===== src/rtl/operand_reader.sv =====
// rtl/operand_reader.sv - fetches 64-bit SRAM words over an address range and streams them as two operands each
module operand_reader #(
    parameter int DATA_W        = 32,
    parameter int MEM_WORD_SIZE = 64,
    parameter int ADDR_W        = 10
) (
    input  logic                     clk_i,
    input  logic                     rst_i,
    input  logic                     start_i,
    input  logic [ADDR_W-1:0]        read_start_addr_i,
    input  logic [ADDR_W-1:0]        read_end_addr_i,
    output logic [ADDR_W-1:0]        mem_addr_o,
    output logic                     mem_rd_en_o,
    input  logic [MEM_WORD_SIZE-1:0] mem_rdata_i,
    output logic [DATA_W-1:0]        op_o,
    output logic                     op_valid_o,
    input  logic                     op_ready_i,
    output logic                     op_last_o,
    output logic                     busy_o,
    output logic                     done_o
);

    typedef enum logic [2:0] {
        S_IDLE,
        S_READ,
        S_WAIT,
        S_LOW,
        S_HIGH,
        S_DONE
    } state_t;

    state_t                   state_q, state_d;
    logic [ADDR_W-1:0]        addr_q, addr_d;
    logic [ADDR_W-1:0]        end_q, end_d;
    logic [MEM_WORD_SIZE-1:0] word_q, word_d;

    always_ff @(posedge clk_i) begin
        if (rst_i) begin
            state_q <= S_IDLE;
            addr_q  <= '0;
            end_q   <= '0;
            word_q  <= '0;
        end else begin
            state_q <= state_d;
            addr_q  <= addr_d;
            end_q   <= end_d;
            word_q  <= word_d;
        end
    end

    always_comb begin
        state_d = state_q;
        addr_d  = addr_q;
        end_d   = end_q;
        word_d  = word_q;
        case (state_q)
            S_IDLE: begin
                if (start_i) begin
                    addr_d  = read_start_addr_i;
                    end_d   = read_end_addr_i;
                    state_d = S_READ;
                end
            end
            S_READ: state_d = S_WAIT;
            S_WAIT: begin
                word_d  = mem_rdata_i;
                state_d = S_LOW;
            end
            S_LOW: begin
                if (op_ready_i) state_d = S_HIGH;
            end
            S_HIGH: begin
                if (op_ready_i) begin
                    if (addr_q == end_q) begin
                        state_d = S_DONE;
                    end else begin
                        // Address wraps naturally at 2^ADDR_W, so end < start reads through zero.
                        addr_d  = addr_q + ADDR_W'(1);
                        state_d = S_READ;
                    end
                end
            end
            S_DONE:  state_d = S_IDLE;
            default: state_d = S_IDLE;
        endcase
    end

    // All outputs decode from registered state only; nothing combinational from op_ready_i or mem_rdata_i.
    assign mem_addr_o  = addr_q;
    assign mem_rd_en_o = (state_q == S_READ);
    assign op_valid_o  = (state_q == S_LOW) || (state_q == S_HIGH);
    assign op_o        = (state_q == S_LOW)  ? word_q[DATA_W-1:0] :
                         (state_q == S_HIGH) ? word_q[MEM_WORD_SIZE-1:DATA_W] : '0;
    assign op_last_o   = (state_q == S_HIGH) && (addr_q == end_q);
    assign busy_o      = (state_q != S_IDLE);
    assign done_o      = (state_q == S_DONE);

endmodule


===== config.mk =====
export PLATFORM = sky130hd
export DESIGN_NAME = operand_reader
export DESIGN_NICKNAME = d
export VERILOG_FILES = /design/src/rtl/operand_reader.sv
export SDC_FILE = /design/constraint.sdc
export NUM_CORES = 1
export LEC_CHECK = 0
export ABC_CLOCK_PERIOD_IN_PS = 2100
export BUFFER_PORTS_ARGS = -buffer_cell sky130_fd_sc_hd__buf_2
export CAP_MARGIN = 20
export CORE_MARGIN = 2
export CORE_UTILIZATION = 50
export DETAILED_ROUTE_END_ITERATION = 7
export PLACE_DENSITY = 0.91
export SLEW_MARGIN = 20
export SYNTH_ARGS = -nofsm -noshare
export SYNTH_HDL_FRONTEND = slang
export SYNTH_SLANG_ARGS = --single-unit

===== constraint.sdc =====
create_clock -name clk_i -period 2.1 [get_ports clk_i]
set_clock_uncertainty 0.1 [all_clocks]
set_input_delay 0.21 -clock clk_i [delete_from_list [all_inputs] [get_ports clk_i]]
set_output_delay 0.21 -clock clk_i [all_outputs]
set_load 0.01 [all_outputs]

==> run_summary.xml, run 1 <==
<?xml version="1.0" encoding="UTF-8"?>
<metrics>
  <group name="run_status">
    <metric name="run_status" unit="">finished, final reports clean</metric>
  </group>
  <group name="clocking">
    <metric name="numClockSinks" unit="">87</metric>
    <metric name="cts_buffers" unit="">9</metric>
    <metric name="root_buffer" unit="">clkbuf_8</metric>
    <metric name="bufs_on_longest_clock_path" unit="">2</metric>
    <metric name="tritoncts" unit="">built</metric>
    <metric name="cts_htree_levels" unit="">3</metric>
    <metric name="clock_insertion_delay_worst_skew" unit="ns">0.35</metric>
    <metric name="worst_setup_hold_path_clk_slew" unit="ns">0.09</metric>
  </group>
  <group name="synthesis">
    <metric name="synth_seq_area_share" unit="%">45.2</metric>
    <metric name="synth-edff-count" unit="">0</metric>
    <metric name="synth_area_leaders" unit="">dfxtp_1 45%, nand2_1 16%, a21oi_1 11%</metric>
    <metric name="synthesis.nets" unit="">585</metric>
    <metric name="post_synth.cell_area_avg" unit="um2">7.76</metric>
    <metric name="synthesized_area_fraction_occupied_by_xor_and_xnor_cells" unit="%">2.27</metric>
    <metric name="synth_cells" unit="">496</metric>
    <metric name="synth.ff_latch_count" unit="">87</metric>
    <metric name="ys_async_sr_fraction" unit="%">0</metric>
    <metric name="synth_top_area_share" unit="%">45.2</metric>
    <metric name="synth.area.mux_share" unit="%">0.520</metric>
    <metric name="synth_compound_gate_area_share" unit="%">23.7</metric>
    <metric name="syn-cell-area" unit="um2">3850</metric>
    <metric name="area_share_of_fa_ha_maj_cells_after_synthesis" unit="%">0.325</metric>
    <metric name="synth-warning-count" unit="">0</metric>
    <metric name="synth.largest_area_cell" unit="">dfxtp_1</metric>
    <metric name="main_combinational_cell_family_by_area_after_synthesis" unit="">compound AO/OA/AOI/OAI gates</metric>
    <metric name="netlist-cell-type-count" unit="">47</metric>
    <metric name="post_synth_and_or_nand_nor_area_fraction" unit="%">23.5</metric>
    <metric name="synth_commonest_cells" unit="">165 x nand2_1, 87 x dfxtp_1, 82 x a21oi_1, 32 x a22o_1, 32 x clkbuf_1</metric>
    <metric name="synthFlopType" unit="">dfxtp_1</metric>
    <metric name="synth.most_common_cell" unit="">nand2_1</metric>
  </group>
  <group name="timing">
    <metric name="final_slew_viol_count" unit="">0</metric>
    <metric name="worst_slew_pin_slew" unit="ns">0.626</metric>
    <metric name="maxClockFrequency" unit="MHz">482</metric>
    <metric name="setup_repair_after_global_routing_missed_its_margin" unit="">true</metric>
    <metric name="period_share" unit="%">98.7</metric>
    <metric name="final_period_minus_worst_setup_slack" unit="ns">2.07</metric>
    <metric name="max-slew-margin-rel" unit="%">58.0</metric>
    <metric name="setup-tns-final" unit="ns">0</metric>
    <metric name="finalHoldViolCount" unit="">0</metric>
    <metric name="timing.final.setup_violations" unit="">0</metric>
  </group>
  <group name="setup_path">
    <metric name="worst_setup_path_start_kind" unit="">flip-flop</metric>
    <metric name="regToRegSetupSlack" unit="ns">0.12</metric>
    <metric name="end_kind" unit="">output port</metric>
    <metric name="worstPathMaxFanout" unit="">2</metric>
    <metric name="timing_worst_setup_path_type" unit="">reg -&gt; out</metric>
    <metric name="cp.arrival" unit="ns">1.76</metric>
    <metric name="cp_data_required_time" unit="ns">1.79</metric>
  </group>
  <group name="flow_run">
    <metric name="maxCapViolations" unit="">0</metric>
  </group>
  <group name="hold_path">
    <metric name="min-delay-path-class" unit="">in -&gt; reg</metric>
  </group>
  <group name="routing">
    <metric name="routedWlPerCell" unit="um">16.3</metric>
    <metric name="drt_pass1_iterations" unit="">5</metric>
    <metric name="detailroute.via_count" unit="">4442</metric>
    <metric name="drt_initial_violations" unit="">283</metric>
    <metric name="drc" unit="">0</metric>
    <metric name="avgViaCountPerCell" unit="">5.64</metric>
    <metric name="postRouteWirelength" unit="um">12800</metric>
    <metric name="drt.antenna.violating_nets" unit="">0</metric>
  </group>
  <group name="global_route">
    <metric name="use_met2" unit="%">51.7</metric>
    <metric name="antenna_found_initial" unit="">0</metric>
    <metric name="met1_resource_use_gr" unit="%">33.4</metric>
    <metric name="grt_start_max_net_pins" unit="">54</metric>
    <metric name="first_pass_grt_wire_length" unit="um">20300</metric>
    <metric name="grt_use_met3" unit="%">7.31</metric>
    <metric name="global_route_usage_sum" unit="%">29.9</metric>
    <metric name="grt_most_used_layer" unit="">met2</metric>
    <metric name="globalRoute.totalOverflow" unit="">0</metric>
    <metric name="first_global_vias" unit="">4475</metric>
  </group>
  <group name="finish">
    <metric name="post_route_cells_drive_above_1_share" unit="%">28.3</metric>
    <metric name="layout-area-overhead-vs-synth" unit="%">44.7</metric>
    <metric name="fin_nets" unit="">769</metric>
    <metric name="antenna_cells_inserted" unit="">0</metric>
  </group>
  <group name="placed_design">
    <metric name="detailedPlacementHpwl" unit="um">7390</metric>
    <metric name="gp_congestion" unit="">0.897</metric>
    <metric name="placement.io_buffers" unit="">134</metric>
  </group>
  <group name="pwr">
    <metric name="powerDensity" unit="nW/um2">696</metric>
    <metric name="power.static_leakage" unit="nW">2.33</metric>
    <metric name="report.power.total" unit="mW">3.88</metric>
    <metric name="vdd_drop_max" unit="mV">0.416</metric>
  </group>
  <group name="die">
    <metric name="design.core.area" unit="um2">7610</metric>
    <metric name="rows" unit="">32</metric>
    <metric name="fp.dieArea" unit="um2">8420</metric>
    <metric name="number_of_primary_i_o_pins" unit="">135</metric>
    <metric name="initial_standard_cell_utilization_of_the_core" unit="%">50.6</metric>
    <metric name="floorplan_die_height" unit="um">91.8</metric>
    <metric name="die-width" unit="um">91.8</metric>
  </group>
</metrics>
[power breakdown]
part	switching [mW]	internal (mW)	leakage (nW)
Combinational	0.462	0.408	1.53
Clock	0.636	0.477	0.0899
Sequential	0.117	1.78	0.713
Total	1.22	2.66	2.33
[area by class of cell]
| cell class | count | area (um2) |
|---|---|---|
| clock buffers | 10 | 138 |
| clock inverters | 6 | 50.0 |
| fillers | 568 | 2030 |
| inverters | 1 | 3.75 |
| multi-input cells | 367 | 1990 |
| flip-flops and latches | 87 | 1760 |
| well taps | 102 | 128 |
| repair buffers | 214 | 1500 |
[flip-flops by register name, summed over array words and instances, names as in the netlist]
| register | flops |
|---|---|
| word_q | 64 |
| mem_addr_o | 10 |
| end_q | 10 |
| state_q | 3 |
[timing repair]
| action | 4_1_cts | 5_1_grt |
|---|---|---|
| gates resized for setup | 8 | 16 |
| hold endpoints to repair | 59 | 1 |
| buffers inserted | 1 | 4 |
| setup endpoints to repair | 34 | 34 |
| pin swaps | 1 | 2 |
| gates cloned | 0 | 1 |
| hold buffers | 59 | 1 |
[through the flow]
stage | worst slack, ns | hold WS, ns | utilization [%] | area [um2] | std cells
3_5_place_dp | 0.129 | 0.348 | 61.0 | 4640 | 705
3_3_place_gp | 0.205 | 0.341 | 61.0 | 4640 | 705
6_report | 0.0269 | 0.00716 | 73.3 | 5570 | 787
4_1_cts | 0.00698 | 0.0000124 | 71.6 | 5450 | 781
2_1_floorplan | 0.323 | 0.246 | - | 3850 | 496
5_1_grt | -0.0348 | 0.00447 | 73.3 | 5570 | 787
[layout by cell type (no fill, tap or decap), drive strengths merged, types with 2 or more instances in the layout]
cell type	netlist	layout
dlygate4sd3	0	60
inv	1	4
or3	3	3
o21ai	4	4
nand2	166	166
nor4	2	2
a22o	32	32
mux2i	2	2
a31oi	2	2
o31ai	4	4
a21oi	82	82
nor3b	2	2
clkbuf	32	11
nor3	6	6
nor2b	2	2
a211oi	4	4
clkinvlp	0	2
nand3	3	3
buf	9	153
o311ai	3	3
a311oi	2	2
nand4	4	4
and2	2	2
xnor2	10	10
nand2b	2	2
and3	3	3
dfxtp	87	87
nor2	10	10
o32ai	2	2
[cell families after synthesis]
| group | count (synthesis) |
|---|---|
| mux | 2 |
| flops | 87 |
| buf+inv | 42 |
| simple gates | 211 |
| xor+xnor | 10 |
| compound gates | 143 |
| fa+ha+maj | 1 |
[path summary, 6_finish.rpt]
| path | from | end | cells past startpoint |
|---|---|---|---|
| hold reg to reg | word_q[50]$_SDFFE_PP0P_ | word_q[50]$_SDFFE_PP0P_ | 2 |
| setup / recovery | end_q[0]$_SDFFE_PP0P_ | op_last_o | 5 |
| setup reg to reg | mem_addr_o[5]$_SDFFE_PP0P_ | state_q[2]$_SDFFE_PP0P_ | 4 |
| hold / removal | read_end_addr_i[2] | end_q[2]$_SDFFE_PP0P_ | 3 |
[layer usage]
| metal | vias up | routed length [um] |
|---|---|---|
| met2 | 241 | 6510 |
| met4 | 0 | 545 |
| met5 | - | 0 |
| met1 | 2064 | 4690 |
| met3 | 59 | 1070 |
| li1 | 2078 | - |
[worst max-delay path, cell delays in order (launching register included)]
cell and delay [ns]:
dfxtp_1 0.40, xnor2_2 0.14, and4_1 0.21, nand4_1 0.14
nor4_2 0.34, buf_2 0.19
Power figures use the tool's default switching activity.
==> run 2, diff against run 1 <==
ABC_AREA = 1   (was unset)
ABC_CLOCK_PERIOD_IN_PS = 1680   (was 2100)
CORE_UTILIZATION = 45   (was 50)
PLACE_DENSITY = 0.87   (was 0.91)
clock period = 1.68 ns   (was 2.1 ns; I/O delays follow)
==> run_summary.xml, run 2 <==
<?xml version="1.0" encoding="UTF-8"?>
<metrics>
  <group name="synthesis">
    <metric name="synth.most_common_cell" unit="">inv_1</metric>
    <metric name="post_synth.cell_area_avg" unit="um2">7.04</metric>
    <metric name="synth_commonest_cells" unit="">93 x inv_1, 87 x dfxtp_1, 85 x a21oi_1, 84 x nand2_1, 81 x o21ai_0</metric>
    <metric name="synth.largest_area_cell" unit="">dfxtp_1</metric>
    <metric name="ys_async_sr_fraction" unit="%">0</metric>
    <metric name="synth_top_area_share" unit="%">45.2</metric>
    <metric name="synthFlopType" unit="">dfxtp_1</metric>
    <metric name="synth_seq_area_share" unit="%">45.2</metric>
    <metric name="synth-edff-count" unit="">0</metric>
    <metric name="synth_cells" unit="">548</metric>
    <metric name="syn-cell-area" unit="um2">3860</metric>
    <metric name="synth-warning-count" unit="">0</metric>
    <metric name="synthesis.nets" unit="">637</metric>
    <metric name="synth.ff_latch_count" unit="">87</metric>
    <metric name="netlist-cell-type-count" unit="">24</metric>
    <metric name="synth_area_leaders" unit="">dfxtp_1 45%, a21oi_1 11%, o21ai_0 11%</metric>
  </group>
  <group name="timing">
    <metric name="worst_slew_pin_slew" unit="ns">0.378</metric>
    <metric name="final_worst_slack" unit="ns">-0.122</metric>
    <metric name="setup_repair_after_global_routing_missed_its_margin" unit="">true</metric>
    <metric name="finalHoldViolCount" unit="">1</metric>
    <metric name="final_period_minus_worst_setup_slack" unit="ns">1.80</metric>
    <metric name="max-slew-margin-rel" unit="%">74.5</metric>
    <metric name="maxClockFrequency" unit="MHz">555</metric>
    <metric name="hold_ws" unit="ns">-0.000841</metric>
    <metric name="period_share" unit="%">107</metric>
    <metric name="timing.final.setup_violations" unit="">36</metric>
    <metric name="final_slew_viol_count" unit="">0</metric>
  </group>
  <group name="finish">
    <metric name="max_reg_flops" unit="">64</metric>
    <metric name="post_route_cells_drive_above_1_share" unit="%">37.3</metric>
    <metric name="area.sequential" unit="um2">1780</metric>
    <metric name="layout.cells.most_common_list" unit="">119 x buf_2, 84 x inv_1, 83 x a21oi_1, 80 x nand2_1, 71 x dfxtp_1</metric>
    <metric name="final_cell_count_no_fill" unit="">826</metric>
    <metric name="area_of_the_multi_input_gates" unit="um2">2010</metric>
    <metric name="finish.instance_area" unit="um2">5850</metric>
    <metric name="num-fill-cells" unit="">638</metric>
    <metric name="fin_nets" unit="">807</metric>
    <metric name="layout-area-overhead-vs-synth" unit="%">51.7</metric>
    <metric name="antenna_cells_inserted" unit="">0</metric>
    <metric name="largest_register" unit="">word_q</metric>
    <metric name="layout_commonest_cell" unit="">buf_2</metric>
  </group>
  <group name="clocking">
    <metric name="worst_setup_hold_path_clk_slew" unit="ns">0.09</metric>
    <metric name="root_buffer" unit="">clkbuf_8</metric>
    <metric name="tritoncts" unit="">built</metric>
    <metric name="cts_htree_levels" unit="">3</metric>
    <metric name="bufs_on_longest_clock_path" unit="">2</metric>
    <metric name="cts_buffers" unit="">9</metric>
    <metric name="clock_insertion_delay_worst_skew" unit="ns">0.35</metric>
    <metric name="numClockSinks" unit="">87</metric>
  </group>
  <group name="setup_path">
    <metric name="timing.critical_path.slowest_stage_cell" unit="">dfxtp_4</metric>
    <metric name="critPathMaxStageDelay" unit="ns">0.39</metric>
    <metric name="cp_data_required_time" unit="ns">1.84</metric>
    <metric name="crit_chain" unit="">inv_4, buf_4, buf_4, nand3_4, buf_16, o21ai_0, a21oi_1</metric>
    <metric name="cp_num_buf_inv" unit="">4</metric>
    <metric name="worst_setup_path_start_kind" unit="">flip-flop</metric>
    <metric name="end_kind" unit="">flip-flop</metric>
    <metric name="crit_path_frequent_cell" unit="">buf_4</metric>
    <metric name="timing_worst_setup_path_type" unit="">reg -&gt; reg</metric>
    <metric name="cp.arrival" unit="ns">1.96</metric>
    <metric name="worstPathMaxFanout" unit="">77</metric>
    <metric name="cpLargestDelayFamily" unit="">buffers and inverters</metric>
  </group>
  <group name="routing">
    <metric name="detailroute.via_count" unit="">4596</metric>
    <metric name="postRouteWirelength" unit="um">14400</metric>
    <metric name="routedWlPerCell" unit="um">17.5</metric>
    <metric name="drt.antenna.violating_nets" unit="">0</metric>
    <metric name="drt_initial_violations" unit="">200</metric>
    <metric name="drc" unit="">0</metric>
    <metric name="avgViaCountPerCell" unit="">5.56</metric>
    <metric name="drt_pass1_iterations" unit="">5</metric>
  </group>
  <group name="placed_design">
    <metric name="dp_slack" unit="ns">0.0429</metric>
    <metric name="dpl_cell_area" unit="um2">4720</metric>
    <metric name="detailedPlacementHpwl" unit="um">7760</metric>
    <metric name="place_inst" unit="">774</metric>
    <metric name="placement.io_buffers" unit="">134</metric>
    <metric name="gp_congestion" unit="">0.994</metric>
  </group>
  <group name="die">
    <metric name="design.core.area" unit="um2">8260</metric>
    <metric name="die-width" unit="um">96.6</metric>
    <metric name="floorplan_die_height" unit="um">96.6</metric>
    <metric name="initial_standard_cell_utilization_of_the_core" unit="%">46.7</metric>
    <metric name="rows" unit="">33</metric>
    <metric name="fp.dieArea" unit="um2">9330</metric>
    <metric name="number_of_primary_i_o_pins" unit="">135</metric>
  </group>
  <group name="run_status">
    <metric name="failing_checks" unit="">negative hold slack, negative setup slack</metric>
    <metric name="run_status" unit="">finished, violations left</metric>
  </group>
  <group name="pwr">
    <metric name="switching_power" unit="mW">3.47</metric>
    <metric name="comb_power_share" unit="%">46.4</metric>
    <metric name="powerDensity" unit="nW/um2">1440</metric>
    <metric name="seqPwrFrac" unit="%">36.6</metric>
    <metric name="clock_power_share" unit="%">17.0</metric>
    <metric name="vdd_drop_max" unit="mV">0.842</metric>
    <metric name="power.static_leakage" unit="nW">2.49</metric>
    <metric name="switch_share" unit="%">41.2</metric>
    <metric name="cell_int_power" unit="mW">4.95</metric>
  </group>
  <group name="global_route">
    <metric name="global_route_usage_sum" unit="%">27.2</metric>
    <metric name="antenna_found_initial" unit="">0</metric>
    <metric name="first_pass_grt_wire_length" unit="um">19500</metric>
    <metric name="grt_start_max_net_pins" unit="">78</metric>
    <metric name="globalRoute.totalOverflow" unit="">0</metric>
    <metric name="first_global_vias" unit="">4263</metric>
  </group>
  <group name="flow_run">
    <metric name="maxCapViolations" unit="">0</metric>
  </group>
  <group name="hold_path">
    <metric name="min-delay-path-class" unit="">in -&gt; reg</metric>
  </group>
</metrics>
-- run 2: cell count changes in the layout (fill, tap and decap cells not counted), moves of 23 or more --
cell	before	now
nand2_1	164	80
a22o_1	32	0
inv_1	1	84
buf_4	13	36
o21ai_0	4	67
dlygate4sd3_1	60	16
-- run 2: timing repair --
action,CTS,global route
endpoints found under the setup margin,34,45
gates cloned,2,2
pin swaps,7,7
buffers inserted,12,7
hold endpoints to repair,16,0
hold buffers,16,0
resized for setup,55,82
-- run 2: power groups by stage --
| stage | sequential, mW | combinational, mW | clock [mW] |
|---|---|---|---|
| global route | 3.13 | 4.24 | 1.52 |
| global placement | 3.00 | 2.64 | 0 |
| detailed placement | 3.03 | 2.73 | 0 |
| floorplan | 3.00 | 1.81 | 0 |
| CTS | 3.03 | 3.22 | 1.44 |
| finish | 3.08 | 3.91 | 1.43 |
-- run 2: metal layers --
layer  track usage [%]  share of wire (%)  vias up
li1                  -                  -     2128
met1              30.7                 36     2159
met2              50.3                 51      266
met3              6.28                9.2       43
met4              8.92                3.0        0
met5                 0                  0        -
-- run 2: path summary, 6_finish.rpt --
kind | start | to | slack [ns] | cells past startpoint
setup / recovery | state_q[2]$_SDFFE_PP0P_ | word_q[28]$_SDFFE_PP0P_ | -0.12 | 7
hold / removal | mem_rdata_i[31] | word_q[31]$_SDFFE_PP0P_ | -0.0008 | 3
setup reg to reg | state_q[2]$_SDFFE_PP0P_ | word_q[28]$_SDFFE_PP0P_ | -0.12 | 7
hold reg to reg | end_q[0]$_SDFFE_PP0P_ | end_q[0]$_SDFFE_PP0P_ | 0.36 | 2
-- run 2: cell type report --
class | count | share of cell area (%)
flip-flops and latches | 87 | 30.4
well taps | 105 | 2.25
multi-input cells | 330 | 34.3
inverters | 95 | 6.14
clock inverters | 5 | 1.03
repair buffers | 195 | 23.8
clock buffers | 9 | 2.12
-- run 2: through the flow --
step | setup TNS [ns] | power (mW) | utilization (%)
3_5_place_dp | 0 | 5.76 | 57.1
5_1_grt | -4.22 | 8.90 | 70.8
6_report | -1.92 | 8.42 | 70.8
4_1_cts | -0.320 | 7.69 | 65.5
2_1_floorplan | 0 | 4.81 | -
3_3_place_gp | 0 | 5.64 | 57.1
-- run 2: worst register-to-register path, delay by kind of cell, from the launching register on --
| kind | cells | cell delay, ns |
|---|---|---|
| DFF | 1 | 0.39 |
| and+or+nand+nor | 1 | 0.17 |
| AOI/OAI and AO/OA | 2 | 0.46 |
| buffers and inverters | 4 | 0.60 |
-- run 2: cells by family (layout without fill, tap and decap cells) --
| group | Yosys count | after routing | share of synthesized area, % |
|---|---|---|---|
| simple gates | 125 | 125 | 13.3 |
| xor+xnor | 2 | 2 | 0.454 |
| flops | 87 | 87 | 45.2 |
| compound gates | 202 | 202 | 27.5 |
| buf+inv | 131 | 304 | 13.2 |
| fa+ha+maj | 1 | 1 | 0.324 |
==> run 3, diff against run 2 <==
BUFFER_PORTS_ARGS = -buffer_cell sky130_fd_sc_hd__clkbuf_2   (was -buffer_cell sky130_fd_sc_hd__buf_2)
==> run_summary.xml, run 3 (same netlist as run 2, synthesis figures left out) <==
<?xml version="1.0" encoding="UTF-8"?>
<metrics>
  <group name="routing">
    <metric name="drt.antenna.violating_nets" unit="">0</metric>
    <metric name="routedWlPerCell" unit="um">20.3</metric>
    <metric name="drt_initial_violations" unit="">529</metric>
    <metric name="postRouteWirelength" unit="um">17600</metric>
    <metric name="detailroute.via_count" unit="">5129</metric>
    <metric name="avgViaCountPerCell" unit="">5.92</metric>
    <metric name="drt_pass1_iterations" unit="">6</metric>
    <metric name="drc" unit="">0</metric>
  </group>
  <group name="die">
    <metric name="die-width" unit="um">96.6</metric>
    <metric name="rows" unit="">33</metric>
    <metric name="fp.dieArea" unit="um2">9330</metric>
    <metric name="design.core.area" unit="um2">8260</metric>
    <metric name="number_of_primary_i_o_pins" unit="">135</metric>
    <metric name="initial_standard_cell_utilization_of_the_core" unit="%">46.7</metric>
    <metric name="floorplan_die_height" unit="um">96.6</metric>
  </group>
  <group name="clocking">
    <metric name="worst_setup_hold_path_clk_slew" unit="ns">0.10</metric>
    <metric name="root_buffer" unit="">clkbuf_8</metric>
    <metric name="tritoncts" unit="">built</metric>
    <metric name="clock_insertion_delay_worst_skew" unit="ns">0.37</metric>
    <metric name="cts_buffers" unit="">9</metric>
    <metric name="cts_htree_levels" unit="">3</metric>
    <metric name="bufs_on_longest_clock_path" unit="">2</metric>
    <metric name="numClockSinks" unit="">87</metric>
  </group>
  <group name="global_route">
    <metric name="global_route_usage_sum" unit="%">29.7</metric>
    <metric name="first_pass_grt_wire_length" unit="um">21000</metric>
    <metric name="globalRoute.totalOverflow" unit="">0</metric>
    <metric name="antenna_found_initial" unit="">1</metric>
    <metric name="first_global_vias" unit="">4452</metric>
    <metric name="grt_start_max_net_pins" unit="">45</metric>
  </group>
  <group name="setup_path">
    <metric name="cp.arrival" unit="ns">1.59</metric>
    <metric name="end_kind" unit="">output port</metric>
    <metric name="worstSetupEndpoint" unit="">op_last_o</metric>
    <metric name="timing_worst_setup_path_type" unit="">reg -&gt; out</metric>
    <metric name="worstRegToRegCells" unit="">6</metric>
    <metric name="worst_setup_path_start_kind" unit="">flip-flop</metric>
    <metric name="worst_setup_path_startpoint" unit="">mem_addr_o[6]$_SDFFE_PP0P_</metric>
    <metric name="regToRegSetupSlack" unit="ns">-0.11</metric>
    <metric name="r2r_end" unit="">word_q[49]$_SDFFE_PP0P_</metric>
    <metric name="critical_path.reg2reg.startpoint" unit="">state_q[0]$_SDFFE_PP0P_</metric>
    <metric name="worstPathMaxFanout" unit="">6</metric>
    <metric name="cp_data_required_time" unit="ns">1.41</metric>
  </group>
  <group name="finish">
    <metric name="post_route_cells_drive_above_1_share" unit="%">36.0</metric>
    <metric name="finish.instance_area" unit="um2">6400</metric>
    <metric name="largest_register" unit="">word_q</metric>
    <metric name="layout_commonest_cell" unit="">clkbuf_2</metric>
    <metric name="final_cell_count_no_fill" unit="">867</metric>
    <metric name="layout-area-overhead-vs-synth" unit="%">66.1</metric>
    <metric name="final_core_util" unit="%">77.5</metric>
    <metric name="layout.cells.most_common_list" unit="">99 x clkbuf_2, 87 x inv_1, 83 x a21oi_1, 80 x o21ai_0, 79 x nand2_1</metric>
    <metric name="fin_nets" unit="">845</metric>
    <metric name="max_reg_flops" unit="">64</metric>
  </group>
  <group name="placed_design">
    <metric name="dpl_cell_area" unit="um2">4750</metric>
    <metric name="placement.io_buffers" unit="">134</metric>
    <metric name="detailedPlacementHpwl" unit="um">7740</metric>
    <metric name="place_inst" unit="">774</metric>
    <metric name="gp_congestion" unit="">0.971</metric>
    <metric name="dp_slack" unit="ns">0.00341</metric>
  </group>
  <group name="timing">
    <metric name="maxClockFrequency" unit="MHz">540</metric>
    <metric name="period_share" unit="%">110</metric>
    <metric name="worst_slew_pin_slew" unit="ns">0.414</metric>
    <metric name="max-slew-margin-rel" unit="%">72.4</metric>
    <metric name="final_period_minus_worst_setup_slack" unit="ns">1.85</metric>
    <metric name="final_worst_slack" unit="ns">-0.173</metric>
    <metric name="finalHoldViolCount" unit="">2</metric>
    <metric name="hold_ws" unit="ns">-0.0115</metric>
    <metric name="final_slew_viol_count" unit="">0</metric>
    <metric name="timing.final.setup_violations" unit="">46</metric>
    <metric name="setup_repair_after_global_routing_missed_its_margin" unit="">true</metric>
  </group>
  <group name="run_status">
    <metric name="failing_checks" unit="">negative hold slack, negative setup slack</metric>
    <metric name="run_status" unit="">finished, violations left</metric>
  </group>
  <group name="pwr">
    <metric name="vdd_drop_max" unit="mV">0.763</metric>
    <metric name="power.static_leakage" unit="nW">2.70</metric>
    <metric name="powerDensity" unit="nW/um2">1430</metric>
    <metric name="report.power.total" unit="mW">9.17</metric>
  </group>
  <group name="hold_path">
    <metric name="min-delay-path-class" unit="">in -&gt; reg</metric>
  </group>
  <group name="flow_run">
    <metric name="maxCapViolations" unit="">0</metric>
  </group>
</metrics>
## run 3: changes by cell type in the layout (fill, tap and decap cells not counted), sizes merged
| cell | change |
|---|---|
| diode | +1 |
| dlygate4sd3 | +33 |
| clkbuf | +103 |
| clkinv | -1 |
| buf | -98 |
| nand3 | +1 |
| clkinvlp | +2 |
## run 3: layout make-up
| type | instances | area, um2 |
|---|---|---|
| inverters | 95 | 363 |
| clock inverters | 6 | 76.3 |
| fillers | 456 | 1850 |
| well taps | 105 | 131 |
| multi-input cells | 331 | 2070 |
| diodes | 1 | 2.50 |
| flip-flops and latches | 87 | 1780 |
| clock buffers | 10 | 138 |
| repair buffers | 232 | 1850 |
## run 3: worst max-delay path: stages (launching register included)
cell	delay, ns
dfxtp_4	0.38
inv_1	0.06
nand2_1	0.06
nand2_1	0.05
nor2_1	0.10
nand2_1	0.09
nor2_2	0.15
nand2_2	0.10
nor2_4	0.12
buf_6	0.11
## run 3: per-stage QoR
| stage | setup TNS (ns) | hold WS (ns) |
|---|---|---|
| floorplan | 0 | 0.259 |
| CTS | -0.839 | 0.000459 |
| finish | -3.37 | -0.0115 |
| global placement | 0 | 0.338 |
| global route | -5.54 | 0.00194 |
| detailed placement | 0 | 0.344 |
## run 3: worst min path at each step
stage                                  startpoint                 endpoint  slack [ns]  cells after the start
after floorplan                   mem_rdata_i[54]  word_q[54]$_SDFFE_PP0P_        0.26                      2
after global placement    word_q[32]$_SDFFE_PP0P_  word_q[32]$_SDFFE_PP0P_        0.34                      2
after detailed placement   word_q[8]$_SDFFE_PP0P_   word_q[8]$_SDFFE_PP0P_        0.34                      2
after CTS                      read_end_addr_i[1]    end_q[1]$_SDFFE_PP0P_      0.0005                      3
after global routing              mem_rdata_i[63]  word_q[63]$_SDFFE_PP0P_       0.002                      3
final                          read_end_addr_i[1]    end_q[1]$_SDFFE_PP0P_       -0.01                      3
## run 3: layer usage
metal / GRT usage, % / routed length (um) / up-vias
met5: 0 / 0 / -
met4: 14.2 / 1290 / 0
met3: 6.44 / 1880 / 141
met2: 54.0 / 8340 / 447
met1: 32.8 / 6100 / 2328
li1: - / - / 2213
## run 3: power by group
| part | switching (mW) | internal [mW] |
|---|---|---|
| Clock | 0.883 | 0.752 |
| Combinational | 2.67 | 1.74 |
| Sequential | 0.379 | 2.75 |
| Total | 3.93 | 5.24 |
## run 3: repair_timing
action,CTS,global route
resized for setup,48,117
pin swaps,2,14
hold buffers,48,1
endpoints found under the setup margin,42,66
setup buffers,8,11
cloned,1,7
hold endpoints to repair,48,1
